File: src/rtl/seg_pkg.sv
// Shared constants for the 7-segment display exercises.
// Segment order is {P,A,B,C,D,E,F,G}, segments active-high, digit enables active-low.
package seg_pkg;

  localparam int SEG_P = 7;
  localparam int SEG_A = 6;
  localparam int SEG_B = 5;
  localparam int SEG_C = 4;
  localparam int SEG_D = 3;
  localparam int SEG_E = 2;
  localparam int SEG_F = 1;
  localparam int SEG_G = 0;

  localparam logic [7:0] SEG_DASH = 8'h01;
  localparam logic [7:0] SEG_OFF  = 8'h00;

  localparam logic [6:0] GLYPH_0 = 7'h7E;
  localparam logic [6:0] GLYPH_1 = 7'h30;
  localparam logic [6:0] GLYPH_2 = 7'h6D;
  localparam logic [6:0] GLYPH_3 = 7'h79;
  localparam logic [6:0] GLYPH_4 = 7'h33;
  localparam logic [6:0] GLYPH_5 = 7'h5B;
  localparam logic [6:0] GLYPH_6 = 7'h5F;
  localparam logic [6:0] GLYPH_7 = 7'h70;
  localparam logic [6:0] GLYPH_8 = 7'h7F;
  localparam logic [6:0] GLYPH_9 = 7'h7B;

  localparam logic [3:0] DIG_OFF = 4'b1111;

endpackage

File: src/rtl/seg7_decode.sv
// Combinational BCD nibble to 7-segment glyph {A,B,C,D,E,F,G}.
// Non-decimal nibbles render as a dash.
module seg7_decode
  import seg_pkg::*;
(
  input  logic [3:0] nib_i,
  output logic [6:0] seg_o
);

  // Glyph lookup; A-F fall through to a dash
  always_comb begin
    seg_o = SEG_DASH[6:0];
    case (nib_i)
      4'd0: seg_o = GLYPH_0;
      4'd1: seg_o = GLYPH_1;
      4'd2: seg_o = GLYPH_2;
      4'd3: seg_o = GLYPH_3;
      4'd4: seg_o = GLYPH_4;
      4'd5: seg_o = GLYPH_5;
      4'd6: seg_o = GLYPH_6;
      4'd7: seg_o = GLYPH_7;
      4'd8: seg_o = GLYPH_8;
      4'd9: seg_o = GLYPH_9;
      default: seg_o = SEG_DASH[6:0];
    endcase
  end

endmodule

File: src/rtl/seg_scan_ctrl.sv
// 4-digit multiplexed 7-segment scan controller with frame-aligned updates.
// Define SEG_LZ_BLANK_EN to suppress leading zeros on digits 3..1.
module seg_scan_ctrl
  import seg_pkg::*;
#(
  parameter int CLK_FREQ_HZ  = 12000000,
  parameter int SCAN_HZ      = 1000,
  parameter int BLANK_CYCLES = 12
) (
  input  logic        clk,
  input  logic        rst_n,
  input  logic        upd_valid,
  output logic        upd_ready,
  input  logic [15:0] upd_data,
  input  logic [3:0]  upd_dp,
  output logic [3:0]  dig,
  output logic [7:0]  smg
);

  localparam int DIV = CLK_FREQ_HZ / SCAN_HZ;
  localparam int CW  = (DIV > 1) ? $clog2(DIV) : 1;

  localparam logic [0:0] ST_BLANK = 1'b0;
  localparam logic [0:0] ST_SHOW  = 1'b1;

  logic [CW-1:0] cnt_q, cnt_d;
  logic [1:0]    idx_q, idx_d;
  logic [15:0]   act_q, act_d;
  logic [3:0]    adp_q, adp_d;
  logic [15:0]   pend_q, pend_d;
  logic [3:0]    pdp_q, pdp_d;
  logic          pv_q, pv_d;
  logic          rdy_q;
  logic [3:0]    dig_q, dig_d;
  logic [7:0]    smg_q, smg_d;

  logic [0:0] st;
  logic       wrap;
  logic       frame;
  logic       fire;
  logic [3:0] nib;
  logic [6:0] glyph;
  logic       lz;

  assign wrap  = (cnt_q == CW'(DIV - 1));
  assign frame = wrap && (idx_q == 2'd3);
  assign fire  = upd_valid && rdy_q;
  assign st    = (cnt_q < CW'(BLANK_CYCLES)) ? ST_BLANK : ST_SHOW;

  // Select the nibble of the digit currently being scanned
  always_comb begin
    nib = act_q[3:0];
    case (idx_q)
      2'd0: nib = act_q[3:0];
      2'd1: nib = act_q[7:4];
      2'd2: nib = act_q[11:8];
      2'd3: nib = act_q[15:12];
      default: nib = act_q[3:0];
    endcase
  end

  seg7_decode u_dec (
    .nib_i (nib),
    .seg_o (glyph)
  );

`ifdef SEG_LZ_BLANK_EN
  // Digit is blanked when it and every higher nibble are zero
  always_comb begin
    lz = 1'b0;
    case (idx_q)
      2'd3: lz = (act_q[15:12] == 4'd0);
      2'd2: lz = (act_q[15:8] == 8'd0);
      2'd1: lz = (act_q[15:4] == 12'd0);
      default: lz = 1'b0;
    endcase
  end
`else
  assign lz = 1'b0;
`endif

  // Slot timing, frame-aligned update and next output values
  always_comb begin
    cnt_d  = wrap ? '0 : cnt_q + CW'(1);
    idx_d  = wrap ? idx_q + 2'd1 : idx_q;
    act_d  = act_q;
    adp_d  = adp_q;
    pend_d = pend_q;
    pdp_d  = pdp_q;
    pv_d   = pv_q;
    if (frame && pv_q) begin
      act_d = pend_q;
      adp_d = pdp_q;
      pv_d  = 1'b0;
    end
    if (fire) begin
      pend_d = upd_data;
      pdp_d  = upd_dp;
      pv_d   = 1'b1;
    end
    dig_d = DIG_OFF;
    smg_d = SEG_OFF;
    if (st == ST_SHOW) begin
      dig_d = ~(4'b0001 << idx_q);
      smg_d = {adp_q[idx_q], lz ? 7'h00 : glyph};
    end
  end

  // State and registered outputs
  always_ff @(posedge clk or negedge rst_n) begin
    if (!rst_n) begin
      cnt_q  <= '0;
      idx_q  <= 2'd0;
      act_q  <= 16'h0000;
      adp_q  <= 4'b0000;
      pend_q <= 16'h0000;
      pdp_q  <= 4'b0000;
      pv_q   <= 1'b0;
      rdy_q  <= 1'b1;
      dig_q  <= DIG_OFF;
      smg_q  <= SEG_OFF;
    end else begin
      cnt_q  <= cnt_d;
      idx_q  <= idx_d;
      act_q  <= act_d;
      adp_q  <= adp_d;
      pend_q <= pend_d;
      pdp_q  <= pdp_d;
      pv_q   <= pv_d;
      rdy_q  <= !pv_d;
      dig_q  <= dig_d;
      smg_q  <= smg_d;
    end
  end

  assign upd_ready = rdy_q;
  assign dig       = dig_q;
  assign smg       = smg_q;

endmodule

File: config.mk
export PLATFORM = sky130hd
export DESIGN_NAME = seg_scan_ctrl
export DESIGN_NICKNAME = d
export VERILOG_FILES = /design/src/rtl/seg_pkg.sv /design/src/rtl/seg7_decode.sv /design/src/rtl/seg_scan_ctrl.sv
export SDC_FILE = /design/constraint.sdc
export NUM_CORES = 1
export LEC_CHECK = 0
export CAP_MARGIN = 10
export CORE_MARGIN = 4
export CORE_UTILIZATION = 55
export DETAILED_ROUTE_END_ITERATION = 8
export DONT_BUFFER_PORTS = 1
export GPL_TIMING_DRIVEN = 1
export PLACE_DENSITY_LB_ADDON = 0.25
export RECOVER_POWER = 25
export SLEW_MARGIN = 40
export SYNTH_ARGS = -nofsm -noshare
export SYNTH_HDL_FRONTEND = slang
export SYNTH_SLANG_ARGS = --single-unit
File: constraint.sdc
create_clock -name clk -period 2.6 [get_ports clk]
set_input_delay 0.78 -clock clk [delete_from_list [all_inputs] [get_ports clk]]
set_output_delay 0.78 -clock clk [all_outputs]
set_load 0.005 [all_outputs]
After elaboration in Yosys (flattened, before gate mapping)
Memory sizes are Yosys's and may differ from the RTL's.
Cells that the tools add are included.
{"block": "op_classes", "addsub": 2, "n_lt_le_gt_ge": 2, "eq_ne": 4, "shifts": 1, "mux": 8, "n_bitwise": 1, "reduce_logical": 5}
{"op": "4-bit one-hot mux with 4 select lines", "count": 1}
{"op": "14-bit by 1-bit adder with 14-bit output, second input constant", "count": 1}
{"op": "14-bit equality test, second input constant", "count": 1}
{"op": "14-bit by 4-bit < comparator with 1-bit output, second input constant", "count": 1}
{"op": "14-bit two-way mux", "count": 1}
{"op": "8-bit two-way mux", "count": 1}
{"op": "2-bit equality test, second input constant", "count": 2}
{"op": "4-bit two-way mux", "count": 1}
{"op": "4-bit NOT", "count": 1}
{"op": "1-bit by 2-bit << shifter with 4-bit output, first input constant", "count": 1}
{"op": "1-bit logical AND", "count": 3}
{"op": "2-bit by 3-bit < comparator with 1-bit output, second input constant", "count": 1}
{"op": "1-bit two-way mux", "count": 3}
{"op": "2-bit by 1-bit adder with 2-bit output, second input constant", "count": 1}
{"op": "1-bit binary-select mux with 2-bit select", "count": 1}
{"op": "2-bit by 1-bit equality test with 1-bit output, second input constant", "count": 1}
{"op": "2-bit logical NOT", "count": 1}
{"op": "1-bit logical NOT", "count": 1}
{"block": "totals", "reg_bits": 70, "romBits": 112, "input_bits": 23, "output_inout_bits": 13, "wordCells": 34, "memories": 1}
{"name": "(no name shown)", "depth": 16, "word_bits": 7, "rd": 1, "rd_ports_with_merged_regs": 0, "wr": 0, "line_no": "seg7_decode.sv:13", "text": "case (nib_i)"}

Longest topological paths before layout
Gate-level depths: netlist (run 1).
{"block": "logic_depth", "word_depth": 6, "depth_mapped": 9, "mapped_depth_nobuf": 8}

Modules after synthesis
Synthesis (run 1) repeated with hierarchy kept, for this count alone.
{"block": "hier_totals", "cells_unflattened": 237, "hier_area_um2": 3184.3}
{"mod": "seg_scan_ctrl", "n_inst": 1, "cells_per_inst": 208, "area_each_um2": 2951.6, "seq_area_each_um2": 1757.9}
{"mod": "seg7_decode", "n_inst": 1, "cells_per_inst": 29, "area_each_um2": 232.7, "seq_area_each_um2": 0.0}

Least setup slack after synthesis (run 1)
OpenSTA, ideal clock, no wires.
{"block": "synth_path", "path_kind": "register to register", "startpoint": "register idx_q[0]", "endpoint": "register smg_q[3], in the netlist smg[3]", "arrival_ps": 1865, "required_time_ps": 2463, "setup_slack_ps": 598, "stages_incl_launch_ff": 9, "path_buffers": 1, "path_cell_list": "dfrtp_1 inv_1 ha_1 clkbuf_1 a21oi_1 a22oi_1 inv_1 o41ai_1 nor3_1"}
{"block": "synth_via", "elab_chain_cells": 4}
{"element": "from (decl)", "line_no": "seg_scan_ctrl.sv:27", "text": "logic [1:0] idx_q, idx_d;"}
{"element": "from (signal assigned)", "line_no": "seg_scan_ctrl.sv:124", "text": "idx_q <= idx_d;"}
{"element": "2-bit equality test (tied with other cells)", "line_no": "seg_scan_ctrl.sv:53", "text": "case (idx_q)"}
{"element": "4-bit one-hot mux with 4 select lines (*)", "line_no": "seg_scan_ctrl.sv:53"}
{"element": "memory 16 x 7 bit (*)"}
{"element": "8-bit two-way mux (*)", "line_no": "seg_scan_ctrl.sv:103", "text": "if (st == ST_SHOW) begin"}
{"element": "via smg_d[3]", "line_no": "seg_scan_ctrl.sv:35", "text": "logic [7:0] smg_q, smg_d;"}
{"element": "to (signal assigned)", "line_no": "seg_scan_ctrl.sv:132", "text": "smg_q <= smg_d;"}
{"element": "to (decl)", "line_no": "seg_scan_ctrl.sv:35"}
The timed path passes the listed nets; every way through them passes the cells marked *.
A chain may end at the register's enable or synchronous reset.

Worst setup path after layout (run 1)
Ends and elaborated chain as after synthesis.

==> out/results.ini, run 1 <==
[sta]
max_slew.worst_pin.slew_ns=0.523
timing_max_transition_violations_final=0
setup_viol=0
final_min_period_over_clock_period=0.882
finClkSkew_ns=0.0100
max_slew_margin=0.651
final-hold-violation-count=0
clock.fmax_mhz=436
unrepaired_setup_endpoints_after_global_routing=false
tns_ns=0
timing.final.crit_period_ns=2.29

[power]
leakagePower_nw=1.47
p_per_area_nw_per_um2=653
totalPowerFinal_mw=2.18
max-vdd-ir-drop_uv=574

[critical_path]
critPathMaxStageDelay_ns=0.56
critical_path.top_delay_family=compound AO/OA/AOI/OAI gates
critical_path_buf_inv_count=2
setup.worst_path.start=idx_q[0]
setup.worst_path.end=smg[3]
end_kind=flip-flop
regToRegEndpoint=smg[3]
crit_cells=7
reg2regPathDepth=7
critical-path-slowest-cell=sky130_fd_sc_hd__o41ai_1
cp_max_fo=9
crit_path_most_repeated_cell=sky130_fd_sc_hd__inv_1
critical_path_class=reg -> reg
critPathArrivalTime_ns=2.49
setup.reg_to_reg.worst_slack_ns=0.31
startpoint_type=flip-flop
critical_r2r_launch=idx_q[0]
required_ns=2.79
timing.critical_path.cells=inv_1 > ha_1 > a21oi_1 > a22oi_1 > inv_1 > o41ai_1 > nor3_1

[cells_and_area]
most_common_cell_after_layout_fill_and_taps_aside=sky130_fd_sc_hd__dfrtp_1
antenna_cells=0
n_fill_cell=441
finish.cell_count_without_fillers=312
share_of_post_route_cells_with_drive_strength_above_1=0.275
area_growth_syn_to_layout_pct=7.83
multi_input_comb_area_um2=1250
most_frequent_cells_in_the_layout=sky130_fd_sc_hd__dfrtp_1 (65), sky130_fd_sc_hd__mux2_2 (21), sky130_fd_sc_hd__mux2_4 (20), sky130_fd_sc_hd__nor2_1 (12)
nets=267
final_core_util=0.611
area.sequential_um2=1760

[floorplanning]
fp.dieArea_um2=6900
die_h_um=83.1
rows=27
top_level_ports=36
core_region_area_um2=5470
start_util=0.567
die_width_um=83.1

[global_route]
grt_pass1_wl_um=8860
largest_net_degree_at_the_start_of_global_routing=71
antenna_violations_before_repair=0
grt_use_total=0.164
global_route.overflow_total=0
first_global_vias=1858

[clock_tree]
cts_tree=yes
clock_input_transition_at_the_sequential_cells_of_the_worst_setup_and_hold_paths_ns=0.07
cts_setup_buffers=0
buffer_levels_on_the_longest_clock_path=2
cts-resized-gates=0
htree_num_levels=3
clockRootBuffer=sky130_fd_sc_hd__clkbuf_8
clock_insertion_delay_worst_skew_ns=0.34
post_cts_hold_buffer_count=0
numClockSinks=70
cts_buffers=9

[place]
dp_cells=296
gp_routability_congestion=0.896
place_hpwl_um=3520
portBuffers=0

[run]
cap_viol_max_count=0

[routing]
wire_per_inst_um=16.3
met2RoutedLength_um=2430
dr.pass1.iters=5
maxUsedRoutingLayer=met4
dr_wl_met3_um=238
route.layer.met1.wl_um=2360
avgViaCountPerCell=5.61
drc=0
final_routed_wirelength_across_all_metal_layers_um=5090
vias=1750
drtAntennaViolNets=0
drt-initial-drc-count=64

[synthesis]
ys_async_sr_fraction=1.00
ys_ff_latch=70
synth.lib_cells_used.distinct=37
syn_avg_cell_area_um2=13.6
synth-main-ff-cell=sky130_fd_sc_hd__dfrtp_1
syn_nets=260
synth_edf_count=0
yosys_warnings=0
yosysSeqAreaShare=0.567
synthesized_cell_area_um2=3100
syn_inst=228

[outcome]
run_status=finished clean

[hold_path]
min-delay-path-class=in -> async

## layout make-up
cell class,instances,share of cell area
well taps,72,0.0269
flip-flops and latches,70,0.526
multi-input cells,141,0.373
clock inverters,4,0.0142
repair buffers,2,0.00449
inverters,11,0.0124
clock buffers,12,0.0434
## report_power, final
group | internal (mW) | total (mW) | switching [mW]
logic | 0.0773 | 0.102 | 0.0251
clock network | 0.466 | 0.839 | 0.372
registers | 1.19 | 1.24 | 0.0533
## cells by family after synthesis
logic type	after synthesis	synth area share
buffers and inverters	17	0.0311
flip-flops	70	0.567
adder cells (fa/ha/maj)	9	0.0363
multiplexers	43	0.184
AND/OR/NAND/NOR	50	0.0868
XOR/XNOR	11	0.0311
AO/OA/AOI/OAI	28	0.0642
## per-layer routing
metal | up-vias | track usage
li1 | 829 | -
met1 | 871 | 0.212
met2 | 44 | 0.248
met3 | 6 | 0.0645
met4 | 0 | 0.0639
met5 | - | 0
## cells in the mapped netlist (all sizes together) (2+ instances only)
library cell / count / area share
a22oi: 5 / 0.012
buf: 2 / 0.013
o21a: 2 / 0.0048
ha: 9 / 0.036
dfstp: 5 / 0.042
dfrtp: 65 / 0.52
nor2b: 2 / 0.0040
mux2: 41 / 0.17
a22o: 4 / 0.011
nor4: 6 / 0.017
a21oi: 6 / 0.0097
or3: 2 / 0.0057
xnor2: 8 / 0.023
xor2: 3 / 0.0085
o21ai: 3 / 0.0048
nand4: 3 / 0.0061
nand2: 11 / 0.013
nor2: 12 / 0.015
a211oi: 2 / 0.0048
inv: 11 / 0.013
nand3: 6 / 0.0097
nor3: 5 / 0.0081
clkbuf: 4 / 0.0048
## worst min path at each step
stage,cells after the start,slack (ns),endpoint,from
2_1_floorplan,1,0.42,upd_ready,pv_q
3_3_place_gp,1,0.47,upd_ready,pv_q
3_5_place_dp,1,0.47,upd_ready,pv_q
4_1_cts,0,0.11,cnt_q[4],rst_n
5_1_grt,0,0.10,cnt_q[4],rst_n
6_report,0,0.13,cnt_q[1],rst_n
## flip-flops by register name (all words and copies together), names as in the netlist
signal     count
act_q         16
pend_q        16
cnt_q         14
smg            8
adp_q          4
dig            4
pdp_q          4
idx_q          2
pv_q           1
upd_ready      1
## per-stage QoR
stage                     area, µm²  hold WS, ns  setup slack, ns
final                          3340        0.131            0.307
after global routing           3340        0.101            0.100
after CTS                      3340        0.111            0.336
after detailed placement       3150        0.472            0.371
after global placement         3150        0.471            0.341
after floorplan                3100        0.420            0.598
Power figures use the tool's default switching activity.
==> run 2, diff against run 1 <==
- CAP_MARGIN: 10 -> 25
==> results of run 2 <==
No change in the layout: final DEF, timing and power equal those of run 1.
==> run 3, diff against run 2 <==
- DONT_BUFFER_PORTS: 1 -> unset
==> run 3 against run 2 <==
  * The run now ends with max-capacitance violations, max-slew violations left
  * Fmax grew 0.71%
  * Hold slack gained 0.35 ns
  * First-iteration DRC count grew 100%
  * Via count grew 9.4%
  * Combinational power grew 64%
  * Clock skew shrank 0.0047 ns
  * Register-to-register slack gained 0.02 ns
  * Global-route usage grew 1.3 points
  * Core utilization grew 7.9 points
  * Sequential share of layout area shrank 6.0 points
  * Sequential cell count is the same
  * Power grew 12%
  * Critical path type unchanged
  * Critical endpoint unchanged
  * Largest power group unchanged
==> out/results.ini, run 3 (synthesis results as in run 1) <==
[clock_tree]
cts-resized-gates=0  ; unchanged
post_cts_hold_buffer_count=0  ; unchanged
htree_num_levels=3  ; unchanged
numClockSinks=70  ; unchanged
clock_input_transition_at_the_sequential_cells_of_the_worst_setup_and_hold_paths_ns=0.08  ; was 0.07 ns
clock_insertion_delay_worst_skew_ns=0.34  ; about the same
cts_tree=yes  ; unchanged
buffer_levels_on_the_longest_clock_path=2  ; unchanged
cts_setup_buffers=0  ; unchanged
cts_buffers=9  ; unchanged
clockRootBuffer=sky130_fd_sc_hd__clkbuf_8  ; unchanged

[hold_path]
min-delay-path-class=reg -> reg  ; was in -> async
timing.hold.worst_path_depth=1
holdPathEnd=upd_ready
startpoint_of_the_lowest_slack_hold_path=pv_q

[floorplanning]
top_level_ports=36  ; unchanged
core_region_area_um2=5470  ; unchanged
die_h_um=83.1  ; unchanged
start_util=0.567  ; unchanged
fp.dieArea_um2=6900  ; unchanged
rows=27  ; unchanged
die_width_um=83.1  ; unchanged

[cells_and_area]
antenna_cells=0  ; unchanged
area_growth_syn_to_layout_pct=21.7  ; was 7.83%
final_core_util=0.690  ; was 0.611
n_fill_cell=433  ; was 441
biggest_registers_after_layout=act_q x16, pend_q x16, cnt_q x14  ; unchanged
multi_input_comb_area_um2=1250  ; about the same
most_common_cell_after_layout_fill_and_taps_aside=sky130_fd_sc_hd__dfrtp_1  ; unchanged
most_frequent_cells_in_the_layout=sky130_fd_sc_hd__dfrtp_1 (65), sky130_fd_sc_hd__clkdlybuf4s50_1 (34), sky130_fd_sc_hd__mux2_2 (21), sky130_fd_sc_hd__mux2_4 (20), sky130_fd_sc_hd__nor2_1 (12)  ; was sky130_fd_sc_hd__dfrtp_1 (65), sky130_fd_sc_hd__mux2_2 (21), sky130_fd_sc_hd__mux2_4 (20), sky130_fd_sc_hd__nor2_1 (12)
nets=305  ; was 267
area.sequential_um2=1760  ; unchanged
share_of_post_route_cells_with_drive_strength_above_1=0.259  ; was 0.275

[global_route]
grt_pass1_wl_um=9570  ; was 8860 µm
antenna_violations_before_repair=0  ; unchanged
global_route.overflow_total=0  ; unchanged
first_global_vias=1968  ; was 1858
grt_use_total=0.177  ; was 0.164
largest_net_degree_at_the_start_of_global_routing=33  ; was 71

[sta]
clock.fmax_mhz=439  ; was 436 MHz
timing.final.crit_period_ns=2.28  ; was 2.29 ns
tns_ns=0  ; unchanged
final-hold-violation-count=0  ; unchanged
final_min_period_over_clock_period=0.876  ; was 0.882
max_slew_margin=-0.0261  ; was 0.651
timing_max_transition_violations_final=27  ; was 0
setup_viol=0  ; unchanged
unrepaired_setup_endpoints_after_global_routing=false  ; unchanged
max_slew.worst_pin.slew_ns=1.54  ; was 0.523 ns
finClkSkew_ns=0.00530  ; was 0.0100 ns

[routing]
vias=1915  ; was 1750
avgViaCountPerCell=5.47  ; was 5.61
drt-initial-drc-count=128  ; was 64
drtAntennaViolNets=0  ; unchanged
dr.pass1.iters=4  ; was 5
drc=0  ; unchanged
wire_per_inst_um=15.9  ; was 16.3 µm
final_routed_wirelength_across_all_metal_layers_um=5580  ; was 5090 µm

[power]
max-vdd-ir-drop_uv=357  ; was 574 µV
p_per_area_nw_per_um2=649  ; was 653 nW/µm²
leakagePower_nw=1.65  ; was 1.47 nW

[critical_path]
required_ns=2.81  ; was 2.79 ns
critical_r2r_launch=idx_q[0]  ; unchanged
startpoint_type=flip-flop  ; unchanged
regToRegEndpoint=smg[3]  ; unchanged
setup.reg_to_reg.worst_slack_ns=0.32  ; was 0.31 ns
critical_path_class=reg -> reg  ; unchanged
cp_max_fo=9  ; unchanged
critPathArrivalTime_ns=2.49  ; about the same
reg2regPathDepth=7  ; unchanged
end_kind=flip-flop  ; unchanged

[outcome]
run_status=complete, but fails checks  ; was finished clean
failing_checks=max-capacitance violations, max-slew violations

[run]
cap_viol_max_count=1  ; was 0

[place]
portBuffers=35  ; was 0
gp_routability_congestion=0.877  ; was 0.896
place_hpwl_um=3750  ; was 3520 µm

## run 3: changes by cell type in the layout (fill, tap and decap cells not counted)
| cell | delta |
|---|---|
| sky130_fd_sc_hd__clkdlybuf4s50_1 | +34 |
| sky130_fd_sc_hd__buf_4 | +2 |
| sky130_fd_sc_hd__bufinv_16 | +2 |
| sky130_fd_sc_hd__buf_12 | +1 |
| sky130_fd_sc_hd__clkbuf_1 | -1 |
| sky130_fd_sc_hd__clkbuf_8 | -1 |
| sky130_fd_sc_hd__clkinv_2 | +1 |
| sky130_fd_sc_hd__o41ai_1 | -1 |
| sky130_fd_sc_hd__o41ai_2 | +1 |
## run 3: critical path: stages (launching register included)
cell,delay (ns)
sky130_fd_sc_hd__dfrtp_1,0.44
sky130_fd_sc_hd__inv_1,0.18
sky130_fd_sc_hd__ha_1,0.39
sky130_fd_sc_hd__a21oi_1,0.07
sky130_fd_sc_hd__a22oi_1,0.29
sky130_fd_sc_hd__inv_1,0.19
sky130_fd_sc_hd__o41ai_2,0.48
sky130_fd_sc_hd__nor3_1,0.11
## run 3: power breakdown
part / switching (mW) / internal, mW
sequential: 0.0537 / 1.19
clock: 0.411 / 0.632
combinational: 0.0544 / 0.112
## run 3: per-stage QoR
step | cells | hold WS [ns] | area (µm²) | setup WS (ns) | total power, mW
final | 350 | 0.485 | 3770 | 0.324 | 2.45
after global placement | 334 | 0.474 | 3530 | 0.369 | 1.42
after global routing | 350 | 0.504 | 3770 | 0.00137 | 2.55
after detailed placement | 334 | 0.468 | 3530 | 0.313 | 1.43
after CTS | 350 | 0.453 | 3770 | 0.284 | 2.48
after floorplan | 228 | 0.420 | 3100 | 0.598 | 1.34
## run 3: cell type report
cell class	instances	area share
Timing Repair Buffer	40	0.104
Tap cell	72	0.0239
Clock inverter	7	0.0298
Clock buffer	9	0.0328
Sequential cell	70	0.466
Multi-Input combinational cell	141	0.332
Inverter	11	0.0109
## run 3: per-layer routing
layer,vias to the layer above,GRT usage,wire length [µm]
met5,-,0,0
met4,0,0.111,155
met3,12,0.0327,219
met2,50,0.266,2720
met1,951,0.237,2490
li1,902,-,-
## run 3: worst max-delay path by stage
stage | from | endpoint | slack, ns | depth (start not counted)
after CTS | idx_q[0] | smg[3] | 0.28 | 7
after global placement | idx_q[0] | smg[3] | 0.37 | 7
final | idx_q[0] | smg[3] | 0.32 | 7
after global routing | idx_q[0] | smg[3] | 0.001 | 7
after detailed placement | idx_q[0] | smg[3] | 0.31 | 7
after floorplan | idx_q[0] | smg[3] | 0.60 | 8
==> RTL change 1 (flow settings as in run 1) <==
Build with the macro `SEG_LZ_BLANK_EN` defined.
--- a/src/rtl/seg_scan_ctrl.sv
+++ b/src/rtl/seg_scan_ctrl.sv
@@ -1,4 +1,6 @@
 // 4-digit multiplexed 7-segment scan controller with frame-aligned updates.
 // Define SEG_LZ_BLANK_EN to suppress leading zeros on digits 3..1.
+`define SEG_LZ_BLANK_EN
+
 module seg_scan_ctrl
   import seg_pkg::*;
Check against the original RTL: no difference found for any inputs over 10 cycles, from zero or initial values and one cycle with rst_n low; that may be too few to reach the edited logic, so the function may still have changed.
==> RTL change 1 against run 1 <==
  * Synthesized area grew 1.4%
  * Power grew 1.6%
  * Highest routed layer unchanged
  * Cell area grew 1.2%
  * Via count grew 1.9%
  * Sequential cell count is the same
  * Synthesized cell count grew 2.2%
  * Setup slack lost 0.014 ns
  * Routed wire length grew 5.0%
==> RTL change 1: results (changes against run 1) <==
Post-cts sizing count = 0 (unchanged)
Outcome = finished, final reports clean (unchanged)
CP Max Fanout = 9 (unchanged)
Layout cells sized above 1 = 0.2840 (was 0.2750)
Post-synthesis sequential area ratio = 0.5591 (was 0.5670)
Peak supply drop = 0.4016 mV (was 0.5737 mV)
First-pass GRT wire length = 9259 um (was 8859 um)
CP startpoint = idx_q[0] (unchanged)
Vias in the first global route = 1877 (was 1858)
FF-to-FF setup slack = 0.29 ns
Cells after Synth = 233 (was 228)
Xor and xnor area share after synthesis = 0.03343 (was 0.03107)
Final Instance Count excl. Fillers = 315 (was 312)
CP Data Arrival Time = 2.56 ns (was 2.49 ns)
Synth warn = 0 (unchanged)
Compound-gate portion of the synthesized area = 0.04696 (was 0.06416)
Iteration-0 DRC Markers = 193 (was 64)
Clk slew on worst S/H paths = 0.07 ns (about the same)
Mux cell area share after synthesis = 0.1918 (was 0.1836)
Synth top area cells = dfrtp_1 52%, mux2_4 9.6%, mux2_2 8.6%, dfstp_2 4.2%, ha_1 3.6% (was dfrtp_1 52%, mux2_4 9.7%, mux2_2 7.6%, dfstp_2 4.2%, ha_1 3.6%)
Top FF cell, synth = dfrtp_1 (unchanged)
Hold_ws = 0.1373 ns (was 0.1310 ns)
Syn_nets = 265 (was 260)
Synth cell count leaders = 65 x dfrtp_1, 24 x mux2_2, 20 x mux2_4 (was 65 x dfrtp_1, 21 x mux2_2, 20 x mux2_4, 12 x nor2_1)
Setup repair bufs after CTS = 0 (unchanged)
H-tree depth = 3 (unchanged)
Post-DP HPWL = 3688 um (was 3517 um)
Worst-Skew Late Latency = 0.33 ns
Largest net degree at the start of global routing = 71 (unchanged)
CP Class = flop to flop (unchanged)
Drt wl/cell = 16.95 um (was 16.30 um)
Clock skew = 0.006573 ns (was 0.01005 ns)
Comb power = 0.000104 W
Gpl congestion = 0.8609 (was 0.8963)
Number of diodes = 0 (unchanged)
Critical path's slowest cell = dfrtp_1 (was o41ai_1)
Clk network pwr share = 0.393 (was 0.384)
Worst path top cell family by delay = adder cells (was compound AO/OA/AOI/OAI gates)
Clock tree root buffer cell = clkbuf_8 (unchanged)
Max clock buf depth = 2 (unchanged)
Worst r2r dst = smg[1] (was smg[3])
IO buf count = 0 (unchanged)
Placed cell count = 299 (was 296)
Total GRT Usage = 0.1654 (was 0.1636)
LEAKAGE = 1.480 nW (was 1.466 nW)
Via count = 1784 (was 1750)
Switch Pwr = 0.0004825 W (was 0.0004506 W)
Post-Synth Adder-Cell Area = 0.03581 (was 0.03632)
R2R depth = 8 (was 7)
CTS buffer count = 9 (unchanged)
Slew at the pin closest to its max-slew limit = 0.5543 ns (was 0.5232 ns)
CP max stage delay = 0.43 ns (was 0.56 ns)
Pre-antenna DRT Iters = 4 (was 5)
Post-synth cell types = 38 (was 37)
[RTL change 1: metrics by stage]
stage	worst slack, ns	instance area [um2]	power (W)
6_report	0.2936	3382	0.002217
5_1_grt	0.05513	3382	0.002315
4_1_cts	0.2969	3382	0.002241
3_5_place_dp	0.3414	3182	0.001369
3_3_place_gp	0.4160	3182	0.001359
2_1_floorplan	0.5275	3144	0.001338
[RTL change 1: metal layers]
metal  share of wire  vias to the layer above  track usage
met5               0                        -            0
met4           0.013                        0      0.07018
met3           0.042                       10      0.04837
met2            0.44                       46       0.2343
met1            0.50                      875       0.2367
li1                -                      853            -
[RTL change 1: final cells by class]
type | instances | area, um2
Fill cell | 446 | 2158
Multi-Input combinational cell | 145 | 1281
Sequential cell | 70 | 1758
Timing Repair Buffer | 2 | 15.01
Clock inverter | 5 | 58.81
Clock buffer | 11 | 141.4
Inverter | 10 | 37.54
Tap cell | 72 | 90.09
==> RTL change 2 (config.mk and constraints of run 1) <==
Without the edit above. Make the reset (`rst_n`) synchronous in one clocked block.
--- a/src/rtl/seg_scan_ctrl.sv
+++ b/src/rtl/seg_scan_ctrl.sv
@@ -108,5 +108,5 @@
 
   // State and registered outputs
-  always_ff @(posedge clk or negedge rst_n) begin
+  always_ff @(posedge clk) begin
     if (!rst_n) begin
       cnt_q  <= '0;
Behaviour: differs if rst_n is asserted again (counterexample within 4 cycles, from zero or initial values and one cycle with rst_n low); with rst_n held inactive, the same outputs for 10 cycles.
==> RTL change 2 against run 1 <==
  * Routed wire length grew 17%
  * Synthesized area shrank 2.7%
  * Setup slack gained 0.16 ns
  * Cell count grew 32%
  * Power shrank 1.7%
  * Sequential power shrank 9.7%
  * Via count grew 32%
  * Cell area shrank 3.8%
  * Sequential cell count is the same
  * Highest routed layer unchanged
==> RTL change 2: results (changes against run 1) <==
Switch share = 0.2082 (was 0.2065)
CP Data Arrival Time = 2.41 ns (was 2.49 ns)
Outcome = finished, final reports clean (unchanged)
Ys async rst share = 0 (was 1.000)
Relative slew slack = 0.3815 (was 0.6512)
CP Max Fanout = 7 (was 9)
Compound-gate portion of the synthesized area = 0.1780 (was 0.06416)
Total GRT Usage = 0.1998 (was 0.1636)
Top-area cell type share of the netlist area = 0.4647 (was 0.5246)
Gpl congestion = 0.8267 (was 0.8963)
# fillers = 448 (was 441)
Syn_nets = 378 (was 260)
CP max stage delay = 0.43 ns (was 0.56 ns)
Pre-antenna DRT Iters = 4 (was 5)
Placed cell count = 396 (was 296)
Worst r2r dst = smg[0] (was smg[3])
Critical path's slowest cell = dfxtp_1 (was o41ai_1)
FF-to-FF setup slack = 0.47 ns (was 0.31 ns)
Xor and xnor area share after synthesis = 0.02905 (was 0.03107)
Post-synthesis sequential area ratio = 0.4647 (was 0.5670)
Post-DP HPWL = 4051 um (was 3517 um)
Peak supply drop = 0.4937 mV (was 0.5737 mV)
Cells after Synth = 343 (was 228)
WL final = 5949 um (was 5086 um)
Via count = 2303 (was 1750)
First-pass GRT wire length = 10380 um (was 8859 um)
R2R depth = 8 (was 7)
Clock skew = 0.006247 ns (was 0.01005 ns)
Post-Synth Adder-Cell Area = 0.04979 (was 0.03632)
Vias in the first global route = 2208 (was 1858)
Layout cells sized above 1 = 0.09064 (was 0.2750)
-- RTL change 2: cell types whose count changed after synthesis, moves of 20 or more --
cell            run 1  this run
dfxtp_1             0        70
dfrtp_1            65         0
nand2_1            11        56
a21oi_1             6        47
o21ai_0             3        26
mux2_2             21         1
-- RTL change 2: layer usage --
layer | wire length (um) | vias up | track usage | part of all wire
met1 | 2840 | 1064 | 0.2656 | 0.48
met4 | 77 | 0 | 0.05648 | 0.013
met5 | 0 | - | 0 | 0
met2 | 2699 | 55 | 0.3045 | 0.45
li1 | - | 1178 | - | -
met3 | 331 | 6 | 0.07237 | 0.056
-- RTL change 2: cell families (layout without fill, tap and decap cells) --
family,Yosys count,after routing
AND/OR/NAND/NOR,122,122
buffers and inverters,30,29
flip-flops,70,70
multiplexers,6,6
AO/OA/AOI/OAI,93,93
adder cells (fa/ha/maj),12,12
XOR/XNOR,10,10
-- RTL change 2: power groups by stage --
stage | clock (W) | sequential [W] | combinational [W]
2_1_floorplan | 0 | 0.00114 | 0.0000629
3_3_place_gp | 0 | 0.00115 | 0.0000757
3_5_place_dp | 0 | 0.00115 | 0.0000775
4_1_cts | 0.000959 | 0.00112 | 0.0000780
5_1_grt | 0.00101 | 0.00113 | 0.0000900
6_report | 0.000945 | 0.00112 | 0.0000765
-- RTL change 2: through the flow --
step	total power, W	setup WS, ns	hold slack [ns]	instance area (um2)
finish	0.002146	0.4662	0.4369	3217
global route	0.002229	0.2832	0.4744	3217
CTS	0.002162	0.4526	0.4456	3219
detailed placement	0.001226	0.4736	0.4363	3003
global placement	0.001223	0.5866	0.4268	3003
floorplan	0.001207	0.6957	0.4129	3015
-- RTL change 2: final cells by class --
class,instances,share of cell area
Clock buffer,13,0.04629
Inverter,9,0.01050
Multi-Input combinational cell,243,0.4508
Sequential cell,70,0.4356
Clock inverter,3,0.02100
Tap cell,70,0.02723
Timing Repair Buffer,4,0.008557
-- RTL change 2: how the worst min path moves through the flow --
stage,depth (start not counted),slack [ns],end
detailed placement,1,0.44,cnt_q[0]
global route,2,0.47,pend_q[13]
global placement,1,0.43,cnt_q[0]
CTS,1,0.45,cnt_q[0]
finish,1,0.44,cnt_q[0]
floorplan,1,0.41,cnt_q[0]
-- RTL change 2: worst register-to-register path: stages (launching register included) --
cell and delay (ns):
dfxtp_1 0.43, inv_1 0.12, ha_1 0.27, a21oi_1 0.22, o2bb2ai_1 0.29, inv_1 0.13, ha_1 0.22, mux2_4 0.28
a21oi_2 0.12
